[config.mk]
export PLATFORM = sky130hd
export DESIGN_NAME = fetch_sequencer
export DESIGN_NICKNAME = d
export VERILOG_FILES = /design/src/rtl/cpu_pkg.sv /design/src/rtl/fetch_sequencer.sv
export SDC_FILE = /design/constraint.sdc
export NUM_CORES = 1
export LEC_CHECK = 0
export CAP_MARGIN = 5
export CORE_UTILIZATION = 65
export DETAILED_ROUTE_END_ITERATION = 6
export DONT_BUFFER_PORTS = 1
export PLACE_DENSITY = 0.9
export SLEW_MARGIN = 20
export SYNTH_ARGS = -nofsm -noshare
export SYNTH_HDL_FRONTEND = slang
export SYNTH_SLANG_ARGS = --single-unit
[constraint.sdc]
create_clock -name clk -period 3 [get_ports clk]
set_input_delay 0.9 -clock clk [delete_from_list [all_inputs] [get_ports clk]]
set_output_delay 0.9 -clock clk [all_outputs]
set_load 0.005 [all_outputs]
[src/rtl/cpu_pkg.sv]
// Shared CPU definitions: opcodes, the halt word and the fetch sequencer state type.
package cpu_pkg;

  localparam logic [3:0]  OP_LOAD   = 4'b0000;
  localparam logic [3:0]  OP_SUBI   = 4'b1001;
  localparam logic [3:0]  OP_JMP    = 4'b0101;
  localparam logic [3:0]  OP_BRNE   = 4'b1000;
  localparam logic [15:0] HALT_WORD = 16'hFFFF;

  typedef enum logic [2:0] {
    IDLE,
    FETCH,
    FETCH_IMM,
    ISSUE,
    HALT
  } fetch_state_e;

  // LOAD and SUBI are followed in program memory by a data word.
  function automatic logic has_data_word(input logic [3:0] op);
    return (op == OP_LOAD) || (op == OP_SUBI);
  endfunction

endpackage

[src/rtl/fetch_sequencer.sv]
// Fetches one- and two-word instructions from program memory and issues them to execute.
// Optional feature: define FETCH_SEQ_PERF_EN to add the saturating retired_cnt output.
module fetch_sequencer
  import cpu_pkg::*;
#(
  parameter int ADDR_W  = 5,
  parameter int INSTR_W = 16
) (
  input  logic               clk,
  input  logic               reset,
  input  logic               run,
  output logic [ADDR_W-1:0]  pmem_addr,
  input  logic [INSTR_W-1:0] pmem_data,
  output logic               ex_valid,
  input  logic               ex_ready,
  output logic [INSTR_W-1:0] ex_instr,
  output logic [INSTR_W-1:0] ex_imm,
  output logic               ex_two_word,
  input  logic               zero_flag,
  output logic [ADDR_W-1:0]  pc,
  output logic               halted
`ifdef FETCH_SEQ_PERF_EN
  ,
  output logic [15:0]        retired_cnt
`endif
);

  fetch_state_e       state_q;
  logic [ADDR_W-1:0]  pc_q, pc_d;
  logic [INSTR_W-1:0] ex_instr_q, ex_imm_q;
  logic               ex_valid_q, ex_two_word_q, halted_q;

  logic [3:0]         fetch_op, issue_op;
  logic [ADDR_W-1:0]  branch_target;
  logic               handshake, take_branch;

  assign fetch_op      = pmem_data[15:12];
  assign issue_op      = ex_instr_q[15:12];
  assign branch_target = ADDR_W'(ex_instr_q[11:7]);
  assign handshake     = (state_q == ISSUE) && ex_valid_q && ex_ready;
  assign take_branch   = (issue_op == OP_JMP) || ((issue_op == OP_BRNE) && !zero_flag);

  // The pc also addresses the trailing data word, so memory always sees pc.
  assign pmem_addr   = pc_q;
  assign pc          = pc_q;
  assign ex_valid    = ex_valid_q;
  assign ex_instr    = ex_instr_q;
  assign ex_imm      = ex_imm_q;
  assign ex_two_word = ex_two_word_q;
  assign halted      = halted_q;

  always_comb begin
    pc_d = pc_q;
    case (state_q)
      FETCH, FETCH_IMM: pc_d = pc_q + ADDR_W'(1);
      ISSUE:            if (handshake && take_branch) pc_d = branch_target;
      default:          pc_d = pc_q;
    endcase
  end

  always_ff @(posedge clk or posedge reset) begin
    if (reset) begin
      state_q       <= IDLE;
      pc_q          <= '0;
      ex_valid_q    <= 1'b0;
      ex_instr_q    <= '0;
      ex_imm_q      <= '0;
      ex_two_word_q <= 1'b0;
      halted_q      <= 1'b0;
    end else begin
      pc_q <= pc_d;
      case (state_q)
        IDLE: begin
          if (run) state_q <= FETCH;
        end
        FETCH: begin
          ex_instr_q    <= pmem_data;
          ex_imm_q      <= '0;
          ex_two_word_q <= 1'b0;
          if (pmem_data == INSTR_W'(HALT_WORD)) begin
            state_q  <= HALT;
            halted_q <= 1'b1;
          end else if (has_data_word(fetch_op)) begin
            state_q       <= FETCH_IMM;
            ex_two_word_q <= 1'b1;
          end else begin
            state_q    <= ISSUE;
            ex_valid_q <= 1'b1;
          end
        end
        FETCH_IMM: begin
          ex_imm_q   <= pmem_data;
          ex_valid_q <= 1'b1;
          state_q    <= ISSUE;
        end
        ISSUE: begin
          if (handshake) begin
            ex_valid_q <= 1'b0;
            state_q    <= run ? FETCH : IDLE;
          end
        end
        HALT: begin
          state_q <= HALT;
        end
        default: state_q <= IDLE;
      endcase
    end
  end

`ifdef FETCH_SEQ_PERF_EN
  logic [15:0] retired_q, retired_d;

  always_comb begin
    retired_d = retired_q;
    if (handshake && (retired_q != 16'hFFFF)) retired_d = retired_q + 16'd1;
  end

  always_ff @(posedge clk or posedge reset) begin
    if (reset) retired_q <= '0;
    else       retired_q <= retired_d;
  end

  assign retired_cnt = retired_q;
`endif

endmodule
# ---- After elaboration in Yosys (flattened, before gate mapping)
# Index checks and enable logic that the tools add are counted.
dict set report op_classes {
  addsub 1
  mul 0
  div_mod_pow 0
  order_cmp 0
  n_eq_ne 13
  n_shift 0
  muxes 15
  bitwise 0
  n_reduce_logical 17
}
# op count
set op_table {}
lappend op_table {{one-hot mux 16 bit (2 select lines)} 1}
lappend op_table {{equality test 16 bit (second input constant)} 1}
lappend op_table {{one-hot mux 3 bit (5 select lines)} 1}
lappend op_table {{one-hot mux 5 bit (2 select lines)} 1}
lappend op_table {{two-way mux 3 bit} 3}
lappend op_table {{equality test 4 bit (second input constant)} 2}
lappend op_table {{!= test 2 bit (second input constant)} 4}
lappend op_table {{two-way mux 1 bit} 7}
lappend op_table {{equality test 3 x 2 -> 1 bit (second input constant)} 2}
lappend op_table {{AND reduction 2 bit} 3}
lappend op_table {{adder 5 x 1 -> 5 bit (second input constant)} 1}
lappend op_table {{two-way mux 5 bit} 1}
lappend op_table {{equality test 4 x 3 -> 1 bit (second input constant)} 1}
lappend op_table {{logical AND 1 bit} 4}
lappend op_table {{logical NOT 4 bit} 1}
lappend op_table {{AND reduction 4 bit} 1}
lappend op_table {{nonzero test 2 bit} 2}
lappend op_table {{equality test 3 x 1 -> 1 bit (second input constant)} 1}
lappend op_table {{equality test 3 bit (second input constant)} 1}
lappend op_table {{logical NOT 3 bit} 1}
lappend op_table {{one-hot mux 1 bit (3 select lines)} 1}
lappend op_table {{nonzero test 3 bit} 1}
lappend op_table {{logical OR 1 bit} 2}
lappend op_table {{!= test 2 x 1 -> 1 bit (second input constant)} 1}
lappend op_table {{other kinds (2)} 2}
dict set report word_totals {
  regBits 43
  latch_bits 0
  ram_bits 0
  romBits 0
  in_bits 21
  mem_count 0
}

# ---- Depth between registers and ports, before layout
# Gate-level depths: netlist of run 1.
dict set report depth {
  word_depth 6
  ltp_mapped 7
  depth_no_buf 5
}

# ---- Least setup slack after synthesis of run 1
# No wires, ideal clock.
dict set report synth_timing {
  kind {input port to flip-flop}
  start {in zero_flag}
  end {reg pc_q[0] (netlist: pc[0])}
  setup_ns 0.092
  arrival_ns 2.179
  path_slack_ns 0.729
  path_stages 4
  n_path_buf 0
  path_cell_list {or4b_1 a2111o_1 and2_4 o31ai_2}
}
dict set report synth_between {
  elab_chain_len 6
}
# element line_no
set synth_rtl {}
lappend synth_rtl {{from (decl)} fetch_sequencer.sv:19} ;# input logic zero_flag,
lappend synth_rtl {{logical NOT 1 bit} fetch_sequencer.sv:41} ;# assign take_branch = (issue_op == OP_JMP) || ((issue_op == OP_BRNE) && !zero_flag);
lappend synth_rtl {{logical AND 1 bit} fetch_sequencer.sv:41}
lappend synth_rtl {{logical OR 1 bit} fetch_sequencer.sv:41}
lappend synth_rtl {{logical AND 1 bit} fetch_sequencer.sv:56} ;# ISSUE: if (handshake && take_branch) pc_d = branch_target;
lappend synth_rtl {{!= test 2 x 1 -> 1 bit (no line)} --}
lappend synth_rtl {{AND reduction 2 bit (no line)} --}
lappend synth_rtl {{to (signal assigned)} fetch_sequencer.sv:71} ;# pc_q <= pc_d;
lappend synth_rtl {{to (decl)} fetch_sequencer.sv:29} ;# logic [ADDR_W-1:0] pc_q, pc_d;
# No other way between the ends.
# A chain may end at the register's enable or synchronous reset.

# ---- Worst setup path after layout of run 1
dict set report layout_timing {
  start {reg state_q[0]}
  end {reg pc_q[2] (netlist: pc[2])}
}
dict set report layout_between {
  elab_chain_len 6
  elab_cells_between_ends 11
}
# element line_no
set layout_rtl {}
lappend layout_rtl {{from (decl)} fetch_sequencer.sv:28} ;# fetch_state_e state_q;
lappend layout_rtl {{from (signal assigned)} fetch_sequencer.sv:99} ;# state_q <= run ? FETCH : IDLE;
lappend layout_rtl {{equality test 3 x 2 -> 1 bit} {fetch_sequencer.sv:40, fetch_sequencer.sv:54}}
lappend layout_rtl {{logical AND 1 bit (2 in a row)} fetch_sequencer.sv:40} ;# assign handshake = (state_q == ISSUE) && ex_valid_q && ex_ready;
lappend layout_rtl {{logical AND 1 bit} fetch_sequencer.sv:56}
lappend layout_rtl {{!= test 2 x 1 -> 1 bit (no line)} --}
lappend layout_rtl {{AND reduction 2 bit (no line)} --}
# Parallel ways exist; a longest one is shown, timed or not.

==> reports/results.md, run 1 <==
STA
- 43.02% — worst rel slew slack
- 0 — Hold Violations, Final
- 68.62% — final clock period utilization by the worst path
- 0.9413 ns — crit path setup slack, layout
- 0 — Setup Viol. Count Final
- 0 — Pins Over Slew Limit
- 2.059 ns — final worst path period need
- 485.7 MHz — top achievable clock speed
- 0 ns — accumulated negative setup slack
- 0.8529 ns — Tightest Pin Transition
- no — RSZ-0062 raised after global routing
- 0.01756 ns — Post-Route Skew

Die
- 55.99 um — width of the chip
- 3134 um2 — full die area
- 2758 um2 — Core ar.
- 55.99 um — die outline height
- 68.69% — initial core utilization
- 19 — placement row count
- 66 — num ports

Critical path
- reg2reg — Worst Setup Path Type
- state_q[0]$_DFFE_PP0P_ — worst reg2reg path startpoint
- 5 — critical path depth
- compound AO/OA/AOI/OAI gates — Largest delay share family, worst path
- 5 — worst r2r path cells
- pc[2]$_DFFE_PP0P_ — reg2reg end
- 0.94 ns — R2R setup slack
- 1 — sum of buffers and inverters on the critical path
- 0.71 ns — Worst path max stage delay
- sky130_fd_sc_hd__o21bai_1 — Worst path slowest cell
- flip-flop — Startpoint Class
- 14 — Max Fanout on Critical Path
- 3.27 ns — data required time at the worst endpoint
- 2.33 ns — CP Data Arrival Time
- nor2b_1, o21bai_1, buf_4, a21oi_1, a2bb2oi_1 — series of cell instances along the critical path
- flip-flop — sort of element at the end of the critical path

CTS
- 2 — deepest level of the CTS H-tree
- 43 — count of clock tree sinks
- done — CTS tree
- 2 — Clock Path Buffers
- 0 — number of buffers added to fix hold violations after cts
- 0.36 ns — source-to-sink clock delay at the later pin of the worst-skew pair
- 5 — CTS Buf Count
- 0 — post-CTS setup buffer count
- sky130_fd_sc_hd__clkbuf_4 — buffer cell driving the clock tree root
- 0.13 ns — clock-pin slew reported for the worst setup and hold paths after clock tree synthesis
- 0 — number of gates resized after cts

Worst hold path
- halted$_DFFE_PP0P_ — launch instance of the worst min-delay path
- reg2reg — Tightest Hold Check Type
- 1 — Cells on Worst Hold Path
- halted$_DFFE_PP0P_ — worst min-delay path endpoint

Yosys
- 56.80% — Seq/Total Area, Yosys
- 56.80% — top cell type's share of synthesized area
- 0 — Synthesis Warnings
- 43 — total of flip-flops plus latches after synthesis
- sky130_fd_sc_hd__dfrtp_1 — cell type with the largest total area after synthesis
- 152 — number of instances in the synthesized netlist
- 174 — synthesized netlist net count
- 12.46 um2 — syn avg cell area
- sky130_fd_sc_hd__dfrtp_1 (57%), sky130_fd_sc_hd__mux2_2 (9.5%), sky130_fd_sc_hd__a22o_1 (7.4%) — top cells by area in the synthesized netlist
- 36 — post-synth cell types
- 1894 um2 — post-synth design cell area

Global routing
- 6.706 mm — wire length of the first global-routing pass
- 0 — remaining global-route overflow
- 1291 — vias in the first global route
- 44 — largest net degree at the start of global routing
- 28.80% — total global-route track usage
- 0 — antenna violations before repair

Pwr
- 0.8554 nW — Pleak
- 1114 nW/um2 — power density over the cells
- 0.0008901 V — maximum resistive drop on vdd

Routing
- 6.956 — routed vias/inst
- 350 um — met3 routed wirelength
- 1.609 mm — met1 WL
- 52 — number of DRC violations after detailed-routing iteration 0
- 22.40 um — WL/cell
- 2.038 mm — routed wl met2
- met4 — top layer reached by signal wires
- 4 — router iterations before antenna repair
- 0 — post-route DRC violation count
- 0 — antenna-violating nets left
- 1259 — number of vias after detailed routing
- 4.054 mm — total routed wirelength

Place
- 0.6028 ns — DP Worst Slack
- 0 — count of buffers inserted at the top-level ports
- 0.9278 — Final GP Congestion
- 173 — total placed cells including tap cells
- 2.879 mm — sum of net half-perimeters after detailed placement

Finish
- 70.05% — post-layout utilization of the core
- 20.67% — share of post-route cells with drive strength above 1
- 1.981% — area added between synthesis and finish
- 0 — ant diodes
- 171 — Final #Nets
- 181 — Cell Count, Final, Fillers Out

Flow run
- 0 — number of max-cap violations

Status
- completed — run status

-- layout make-up --
class                   instances  area, um2
flip-flops and latches         43       1076
fillers                       205      825.8
multi-input cells              93      725.7
clock buffers                   6      41.29
well taps                      31      38.79
repair buffers                  4      30.03
clock inverters                 2      12.51
inverters                       2      7.507
-- worst max-delay path by stage --
stage	startpoint	to	slack [ns]
floorplan	zero_flag	pc[0]$_DFFE_PP0P_	0.73
global placement	zero_flag	pc[0]$_DFFE_PP0P_	0.65
detailed placement	zero_flag	pc[0]$_DFFE_PP0P_	0.60
CTS	state_q[0]$_DFFE_PP0P_	pc[2]$_DFFE_PP0P_	0.95
global route	state_q[0]$_DFFE_PP0P_	pc[3]$_DFFE_PP0P_	0.79
finish	state_q[0]$_DFFE_PP0P_	pc[2]$_DFFE_PP0P_	0.94
-- cell families after synthesis --
logic type,Yosys count,synth area share (%)
DFF,43,56.80
and+or+nand+nor,39,12.68
AOI/OAI and AO/OA,34,13.94
muxes,18,10.57
buffers and inverters,16,4.888
xor gates and xnor gates,1,0.4624
adders and majority gates,1,0.6604
-- metal layers --
metal | global-route usage, % | up-vias
li1 | - | 551
met1 | 36.59 | 630
met2 | 44.56 | 68
met3 | 12.09 | 10
met4 | 10.45 | 0
met5 | 0 | -
-- power by group --
part	leakage [nW]	internal (mW)	total [mW]	switching (mW)
logic	0.295	0.393	0.784	0.391
registers	0.532	0.816	1.09	0.272
clock network	0.0282	0.0906	0.280	0.189
-- cells in the mapped netlist (all sizes together) --
cell type	count
dfrtp	43
a22o	16
mux2	16
buf	10
nand3	9
a21oi	6
nand3b	5
clkbuf	4
nand2	4
nand4	4
nand2b	3
nor2b	3
a211oi	2
inv	2
mux2i	2
nor2	2
nor3	2
o211ai	2
o21ai	2
a2111o	1
a21o	1
a2bb2oi	1
a31oi	1
and2	1
and3	1
and3b	1
ha	1
nor3b	1
nor4	1
o21bai	1
o31ai	1
or3	1
or4b	1
xor2	1
-- sequential cells by signal, indices dropped and copies added (netlist names) --
signal,cells
ex_instr,16
pc,5
ex_two_word,1
ex_imm,16
ex_valid,1
halted,1
state_q,3
-- stage by stage --
step / area, um2 / hold slack (ns) / total power, mW
global route: 1932 / 0.5496 / 2.291
finish: 1932 / 0.5340 / 2.153
detailed placement: 1878 / 0.5125 / 1.881
CTS: 1932 / 0.5415 / 2.150
global placement: 1878 / 0.4726 / 1.811
floorplan: 1894 / 0.4510 / 1.721
-- worst register-to-register path, cell delays in order, from the launching register on --
cell and delay [ns]:
sky130_fd_sc_hd__dfrtp_1 0.49, sky130_fd_sc_hd__nor2b_1 0.22, sky130_fd_sc_hd__o21bai_1 0.71, sky130_fd_sc_hd__buf_4 0.33, sky130_fd_sc_hd__a21oi_1 0.09, sky130_fd_sc_hd__a2bb2oi_1 0.13
-- layout by cell type (no fill, tap or decap), drive strengths merged, types with 2 or more instances in the layout --
cell type	synthesis	layout
a211oi	2	2
a21oi	6	6
a22o	16	16
buf	10	4
clkbuf	4	6
dfrtp	43	43
inv	2	2
mux2	16	16
mux2i	2	2
nand2	4	4
nand2b	3	3
nand3	9	9
nand3b	5	5
nand4	4	4
nor2	2	2
nor2b	3	3
nor3	2	2
o211ai	2	2
o21ai	2	2
Note: power is estimated with default switching activity, not from simulation.
==> inputs of run 2 (changes only) <==
CORE_UTILIZATION = 55   (was 65)
PLACE_DENSITY = 0.82   (was 0.9)
clock period = 1.8 ns   (was 3 ns; I/O delays follow)
==> reports/results.md, run 2 (synthesis gave the netlist of run 1 again) <==
Status
- finished, violations left — run status
- negative setup slack — violations in the final reports

STA
- 527.1 MHz — top achievable clock speed
- 0.004453 ns — Post-Route Skew
- 65.81% — worst rel slew slack
- 5 — Setup Viol. Count Final
- 0.5129 ns — Tightest Pin Transition
- 1.897 ns — final worst path period need
- -0.09719 ns — crit path setup slack, layout
- 0 — Pins Over Slew Limit
- yes — RSZ-0062 raised after global routing
- -0.3406 ns — accumulated negative setup slack
- 105.4% — final clock period utilization by the worst path
- 0 — Hold Violations, Final

Critical path
- ex_instr[14]$_DFFE_PP0N_ — worst reg2reg path startpoint
- pc[0]$_DFFE_PP0P_ — reg2reg end
- -0.1 ns — R2R setup slack
- 2.14 ns — CP Data Arrival Time
- reg2reg — Worst Setup Path Type
- 4 — worst r2r path cells
- pc[0]$_DFFE_PP0P_ — crit path to
- ex_instr[14]$_DFFE_PP0N_ — CP Launch Point
- flip-flop — sort of element at the end of the critical path
- flip-flop — Startpoint Class
- 2.04 ns — data required time at the worst endpoint
- 5 — Max Fanout on Critical Path

Pwr
- 38.9% — logic gate share of total power
- 2.510 mW — cell internal pwr
- 0.0008218 V — maximum resistive drop on vdd
- 16.0% — clock network fraction of design power
- 1.474 mW — switching power
- 0.9333 nW — Pleak
- 37.00% — switching fraction of total power
- 45.1% — register share of total power
- 3.984 mW — post-layout power
- 1908 nW/um2 — power density over the cells

Die
- 3683 um2 — full die area
- 60.08% — initial core utilization
- 66 — num ports
- 3153 um2 — Core ar.
- 60.69 um — die outline height
- 60.69 um — width of the chip
- 20 — placement row count

Place
- 0 — count of buffers inserted at the top-level ports
- 1979 um2 — placed inst area
- -0.2015 ns — DP Worst Slack
- 0.8005 — Final GP Congestion
- 3.038 mm — sum of net half-perimeters after detailed placement

Routing
- 4 — router iterations before antenna repair
- 127 — number of DRC violations after detailed-routing iteration 0
- 0 — post-route DRC violation count
- 0 — antenna-violating nets left
- 1362 — number of vias after detailed routing
- 4.227 mm — total routed wirelength
- 6.612 — routed vias/inst
- 20.52 um — WL/cell

Worst hold path
- in2async — Tightest Hold Check Type

CTS
- 2 — Clock Path Buffers
- 5 — CTS Buf Count
- 0 — number of buffers added to fix hold violations after cts
- 2 — deepest level of the CTS H-tree
- 0.36 ns — source-to-sink clock delay at the later pin of the worst-skew pair
- 43 — count of clock tree sinks
- 0.12 ns — clock-pin slew reported for the worst setup and hold paths after clock tree synthesis
- done — CTS tree
- sky130_fd_sc_hd__clkbuf_4 — buffer cell driving the clock tree root

Finish
- 10.24% — area added between synthesis and finish
- 2088 um2 — post-route cell area
- sky130_fd_sc_hd__dfrtp_1 (43), sky130_fd_sc_hd__a22o_1 (16), sky130_fd_sc_hd__mux2_2 (16), sky130_fd_sc_hd__buf_4 (16), sky130_fd_sc_hd__nand3_1 (9) — commonest cells after routing, fill and taps aside
- 28.40% — share of post-route cells with drive strength above 1
- sky130_fd_sc_hd__dfrtp_1 — most common cell after layout, fill and taps aside
- 0 — ant diodes
- 183 — Final #Nets

Global routing
- 1404 — vias in the first global route
- 44 — largest net degree at the start of global routing
- 0 — remaining global-route overflow
- 0 — antenna violations before repair
- 6.658 mm — wire length of the first global-routing pass
- 25.39% — total global-route track usage

Flow run
- 0 — number of max-cap violations

## run 2: routing by layer
| layer | up-vias | share of wire [%] | global-route usage [%] |
|---|---|---|---|
| li1 | 578 | - | - |
| met1 | 699 | 38 | 29.86 |
| met2 | 73 | 52 | 42.39 |
| met3 | 12 | 8.2 | 10.87 |
| met4 | 0 | 1.8 | 7.792 |
| met5 | - | 0 | 0 |
## run 2: how the worst min path moves through the flow
| stage | start | cells after the start | to | slack, ns |
|---|---|---|---|---|
| after detailed placement | ex_imm[1]$_DFFE_PP0P_ | 1 | ex_imm[1]$_DFFE_PP0P_ | 0.51 |
| after global routing | reset | 2 | ex_valid$_DFFE_PP0P_ | 0.20 |
| final | reset | 2 | ex_two_word$_DFFE_PP0N_ | 0.17 |
| after global placement | halted$_DFFE_PP0P_ | 1 | halted$_DFFE_PP0P_ | 0.49 |
| after floorplan | halted$_DFFE_PP0P_ | 1 | halted$_DFFE_PP0P_ | 0.45 |
| after CTS | reset | 2 | ex_two_word$_DFFE_PP0N_ | 0.18 |
## run 2: power groups by stage
stage | Sequential, mW | Clock [mW] | Combinational [mW]
floorplan | 1.66 | 0 | 1.21
global placement | 1.79 | 0 | 1.38
detailed placement | 1.81 | 0 | 1.49
CTS | 1.80 | 0.646 | 1.55
global route | 1.86 | 0.692 | 1.68
finish | 1.80 | 0.637 | 1.55
## run 2: area by class of cell
cell class,count,area (um2)
repair buffers,16,120.1
multi-input cells,93,743.2
clock buffers,6,51.30
fillers,268,1065
flip-flops and latches,43,1076
inverters,2,7.507
well taps,44,55.05
clock inverters,2,35.03
## run 2: critical path, cell delays in order, from the launching register on
cell                       delay (ns)
sky130_fd_sc_hd__dfrtp_1         0.40
sky130_fd_sc_hd__or4b_1          0.53
sky130_fd_sc_hd__a2111o_1        0.48
sky130_fd_sc_hd__a31oi_2         0.27
sky130_fd_sc_hd__o31ai_4         0.10
## run 2: what timing repair did
action	4_1_cts	5_1_grt
buffers inserted	1	0
pin swaps	5	1
endpoints found under the setup margin	5	5
endpoints found under the hold margin	0	0
gates resized for setup	2	1
## run 2: stage by stage
step	util, %	hold slack, ns	std cells
after floorplan	-	0.4510	152
after global placement	62.78	0.4852	197
after detailed placement	62.78	0.5130	197
after CTS	66.23	0.1839	206
after global routing	66.23	0.1968	206
final	66.23	0.1721	206
==> edit 1, RTL diff (config.mk and constraints of run 1) <==
The 5 states of `fetch_state_e` get a one-hot encoding in 5 bits.
--- a/src/rtl/cpu_pkg.sv
+++ b/src/rtl/cpu_pkg.sv
@@ -7,12 +7,12 @@
   localparam logic [3:0]  OP_BRNE   = 4'b1000;
   localparam logic [15:0] HALT_WORD = 16'hFFFF;
 
-  typedef enum logic [2:0] {
-    IDLE,
-    FETCH,
-    FETCH_IMM,
-    ISSUE,
-    HALT
+  typedef enum logic [4:0] {
+    IDLE      = 5'b00001,
+    FETCH     = 5'b00010,
+    FETCH_IMM = 5'b00100,
+    ISSUE     = 5'b01000,
+    HALT      = 5'b10000
   } fetch_state_e;
 
   // LOAD and SUBI are followed in program memory by a data word.
Behaviour: same outputs for any inputs over 10 cycles, from zero or initial values and one cycle with reset high; not proved beyond that.
==> edit 1 against run 1 <==
Via count up 11%; core utilization rose by 2.9 points; highest routed layer unchanged; sequential cell count up 2; design area is 6.9% higher; routed wire length rose by 6.0%; count of clock-buffer cells in the layout down 1; power shrank 9.5%; cell count up 8.3%; first-iteration DRC count rose by 21%; fmax increased by 3.9%; the flow now finishes with violations (DRC); area after synthesis increased by 5.5%; worst setup slack improved by 0.078 ns.
==> edit 1: results (changes against run 1) <==
Timing
  – Clock Skews: 0.006838 ns (-0.01072 ns)
  – WHS: 0.4871 ns (-0.04693 ns)
  – Worst-margin pin slew: 0.8632 ns (+0.01026 ns)

Min path
  – Worst Hold Class: in -> async

Synth
  – Post-synthesis compound-gate area fraction: 12.46% (-1.5 points)
  – Library cells used by synthesis: 38 (+5.6%)
  – Mux contribution to synthesized area: 10.08% (-0.49 points)
  – Seq/Total Area, Yosys: 56.42% (-0.38 points)
  – Adder-Cell Fraction of Synth Area: 0.6262% (-0.034 points)
  – Top cells by count, synth: 44 x dfrtp_1, 17 x mux2_2, 16 x a22o_1
  – Synth Area per Inst: 12.04 µm² (-3.4%)
  – Xor and xnor area share after synthesis: 1.315% (+0.85 points)

Detailed routing
  – DR WL met3: 360 µm (+2.9%)
  – Routed wire per std cell: 21.93 µm (-2.1%)
  – Drt pass-1 iters: 6 (+2)
  – Metal2 WL: 2127 µm (+4.4%)
  – DRC: 2 (+2)
  – Iteration-0 DRC Markers: 63 (+21%)
  – Post-Route M1 WL: 1736 µm (+7.9%)
  – Vias per inst: 7.117 (+2.3%)

Layout
  – Layout cells sized above 1: 20.00% (-0.67 points)
  – Filler Cells Inserted: 192 (-6.3%)
  – Final non-filler cell total: 196 (+8.3%)
  – Fin nets: 187 (+9.4%)

GRT
  – Largest net degree at the start of global routing: 26 (-41%)
  – Vias in the first global route: 1425 (+10%)
  – Global-route wire length before repair: 6975 µm (+4.0%)
  – Initial antenna violation count: 0 (unchanged)
  – Global Route Usage Sum: 28.70% (-0.097 points)

Power
  – Leak: 0.0009259 µW (+8.2%)
  – Worst VDD drop: 0.5934 mV (-33%)

Run status
  – Outcome: finished, violations left
  – Failing checks: DRC

Critical path
  – R2r startpoint: state_q[4]
  – Worst path slowest cell: or4_4
  – Crit-path max cell delay: 0.52 ns (-0.19 ns)
  – FF-to-FF End: state_q[3]
  – R2r setup slk: 1.02 ns (+0.08 ns)

Place
  – GP Congestion: 0.9862 (+6.3%)
  – I/O Buffers: 0 (unchanged)
  – DP HPWL: 3096 µm (+7.5%)
  – DP Cell Count: 189 (+9.2%)

CTS
  – Setup Fix Bufs, Post-CTS: 0 (unchanged)
## edit 1: power breakdown
| part | switching (µW) | internal, µW | total (µW) |
|---|---|---|---|
| logic | 258 | 271 | 528 |
| registers | 254 | 814 | 1070 |
| clock network | 182 | 170 | 352 |
| total | 693 | 1250 | 1950 |
## edit 1: how the worst max path moves through the flow
| stage | start | cells past startpoint | to |
|---|---|---|---|
| 2_1_floorplan | zero_flag | 4 | pc[4] |
| 3_3_place_gp | zero_flag | 4 | pc[4] |
| 3_5_place_dp | zero_flag | 4 | pc[0] |
| 4_1_cts | state_q[4] | 5 | state_q[3] |
| 5_1_grt | state_q[4] | 5 | state_q[3] |
| 6_report | state_q[4] | 5 | state_q[3] |
## edit 1: through the flow
step / area (µm²) / power, µW / worst slack (ns) / util, %
after floorplan: 1998 / 1485 / 0.8792 / -
after global placement: 1992 / 1553 / 0.8502 / 70.41
after detailed placement: 1992 / 1596 / 0.7802 / 70.41
after CTS: 2064 / 1939 / 1.024 / 72.98
after global routing: 2064 / 2053 / 0.9470 / 72.98
final: 2064 / 1947 / 1.019 / 72.98
## edit 1: worst max-delay path: cells and delay by family (launching register included)
kind            cells  cell delay [ns]
buf+inv             1             0.22
compound gates      1             0.27
simple gates        3             0.90
flops               1             0.48
## edit 1: routing by layer
layer  global-route usage [%]  vias to the layer above
li1                         -                      606
met1                    38.11                      707
met2                    43.19                       72
met3                    9.070                       10
met4                    13.94                        0
met5                        0                        -
## edit 1: layout make-up
cell class	instances	area share, %
Sequential cell	45	54.61
Multi-Input combinational cell	106	38.18
Tap cell	31	1.879
Clock buffer	5	1.818
Clock inverter	2	1.697
Timing Repair Buffer	3	1.091
Inverter	4	0.7273
==> edit 2, RTL diff (settings of run 1) <==
Without the edit above. Build with the macro `FETCH_SEQ_PERF_EN` defined.
--- a/src/rtl/fetch_sequencer.sv
+++ b/src/rtl/fetch_sequencer.sv
@@ -1,5 +1,7 @@
 // Fetches one- and two-word instructions from program memory and issues them to execute.
 // Optional feature: define FETCH_SEQ_PERF_EN to add the saturating retired_cnt output.
+`define FETCH_SEQ_PERF_EN
+
 module fetch_sequencer
   import cpu_pkg::*;
 #(
Formal check against the unedited RTL (old outputs only; new: retired_cnt): equivalent (equiv_simple and equiv_induct, registers matched by name and starting in step).
==> edit 2 against run 1 <==
Sequential cell count is 16 higher; global-route usage is 0.59 points lower; first-iteration DRC count grew to 3.1 times the old value; power is 41% higher; die area is 43% higher; worst setup slack worse by 0.062 ns; hold slack worse by 0.14 ns; routed wire length is 40% higher; area after synthesis is 45% higher; design area is 53% higher; largest power group unchanged; highest routed layer unchanged.
==> edit 2: results (changes against run 1) <==
Min path
  – Worst Hold Class: in -> async

CTS
  – H-tree Lvls: 3 (+1)
  – TritonCTS buffer count: 9 (+4)
  – Clk_lat worst skew: 0.34 ns (-0.02 ns)
  – Clock transition at the registers of the reported paths: 0.07 ns (-0.06 ns)
  – Root buffer cell: clkbuf_8

Place
  – Placed Area: 2760 µm² (+47%)
  – Post-Place Setup Slack: 0.5819 ns (-0.02098 ns)
  – GP Congestion: 0.8706 (-6.2%)
  – DP HPWL: 3870 µm (+34%)

Run status
  – Outcome: finished clean

Synth
  – Xor and xnor area share after synthesis: 4.799% (+4.3 points)
  – Mapped Nets: 246 (+41%)
  – Top cells by count, synth: 59 x dfrtp_1, 18 x mux2_2, 16 x a22o_1
  – Post-synthesis compound-gate area fraction: 12.75% (-1.2 points)
  – Seq/Total Area, Yosys: 53.93% (-2.9 points)
  – Top area cells in the synthesized netlist: dfrtp_1 54%, mux2_2 7.4%, a22o_1 5.1%
  – Library cells used by synthesis: 49 (+36%)
  – Adder-Cell Fraction of Synth Area: 0.9141% (+0.25 points)
  – Mux contribution to synthesized area: 8.638% (-1.9 points)

GRT
  – Global-route wire length before repair: 8901 µm (+33%)
  – Global Route Usage Sum: 28.20% (-0.59 points)

Power
  – Worst VDD drop: 0.6254 mV (-30%)

Timing
  – Clock Skews: 0.008183 ns (-0.009377 ns)
  – Final worst slack: 0.8796 ns (-0.06166 ns)
  – Worst-margin pin slew: 0.7963 ns (-0.05658 ns)

Detailed routing
  – Iteration-0 DRC Markers: 160 (+210%)
  – Vias per inst: 6.634 (-4.6%)
  – Drt pass-1 iters: 5 (+1)
  – Routed WL: 5659 µm (+40%)
  – Vias: 1851 (+47%)

Critical path
  – FF-to-FF End: retired_cnt[1]
  – R2r startpoint: retired_cnt[0]
  – Crit path max fanout: 10 (-4)

Layout
  – Fin nets: 247 (+44%)
  – Area of the multi-input gates: 1172 µm² (+62%)
  – Filler Cells Inserted: 272 (+33%)
  – Layout cells sized above 1: 22.71% (+2.0 points)
-- edit 2: layout make-up --
class,count,share of cell area (%)
multi-input cells,145,39.77
repair buffers,4,1.019
inverters,5,0.6367
clock buffers,10,4.669
flip-flops and latches,59,50.08
well taps,50,2.122
clock inverters,6,1.698
-- edit 2: worst max path at each step --
| stage | startpoint | end | cells after the start |
|---|---|---|---|
| finish | retired_cnt[0] | retired_cnt[1] | 5 |
| CTS | retired_cnt[0] | retired_cnt[1] | 5 |
| global route | retired_cnt[0] | retired_cnt[1] | 5 |
| detailed placement | zero_flag | pc[0] | 4 |
| floorplan | reset | ex_imm[0] | 1 |
| global placement | zero_flag | pc[0] | 4 |
-- edit 2: layer usage --
layer	GRT usage, %	vias to the layer above	share of wire (%)
met1	34.97	919	41
met4	11.44	0	1.3
met5	0	-	0
li1	-	827	-
met3	11.30	10	8.9
met2	43.69	95	49
-- edit 2: critical path, cell delays in order (launching register included) --
cell     delay, ns
dfrtp_1       0.47
ha_1          0.24
nand4_1       0.27
nor3_4        0.48
a21oi_1       0.19
mux2_1        0.34
-- edit 2: cell families after synthesis --
| family | after synthesis |
|---|---|
| AND/OR/NAND/NOR | 65 |
| buffers and inverters | 19 |
| AO/OA/AOI/OAI | 42 |
| XOR/XNOR | 15 |
| multiplexers | 21 |
| flip-flops | 59 |
| adder cells (fa/ha/maj) | 2 |
-- edit 2: through the flow --
stage / total power (µW) / hold WS [ns]
after floorplan: 2173 / 0.4510
after global placement: 2319 / 0.4734
after detailed placement: 2367 / 0.4771
after CTS: 3037 / 0.3946
after global routing: 3218 / 0.4156
final: 3028 / 0.3970
-- edit 2: report_power, final --
group	internal [µW]	leakage, µW	switching, µW	total (µW)
Sequential	1100	0.000741	378	1480
Combinational	448	0.000496	444	892
Clock	328	0.0000891	331	659
Total	1870	0.00133	1150	3030
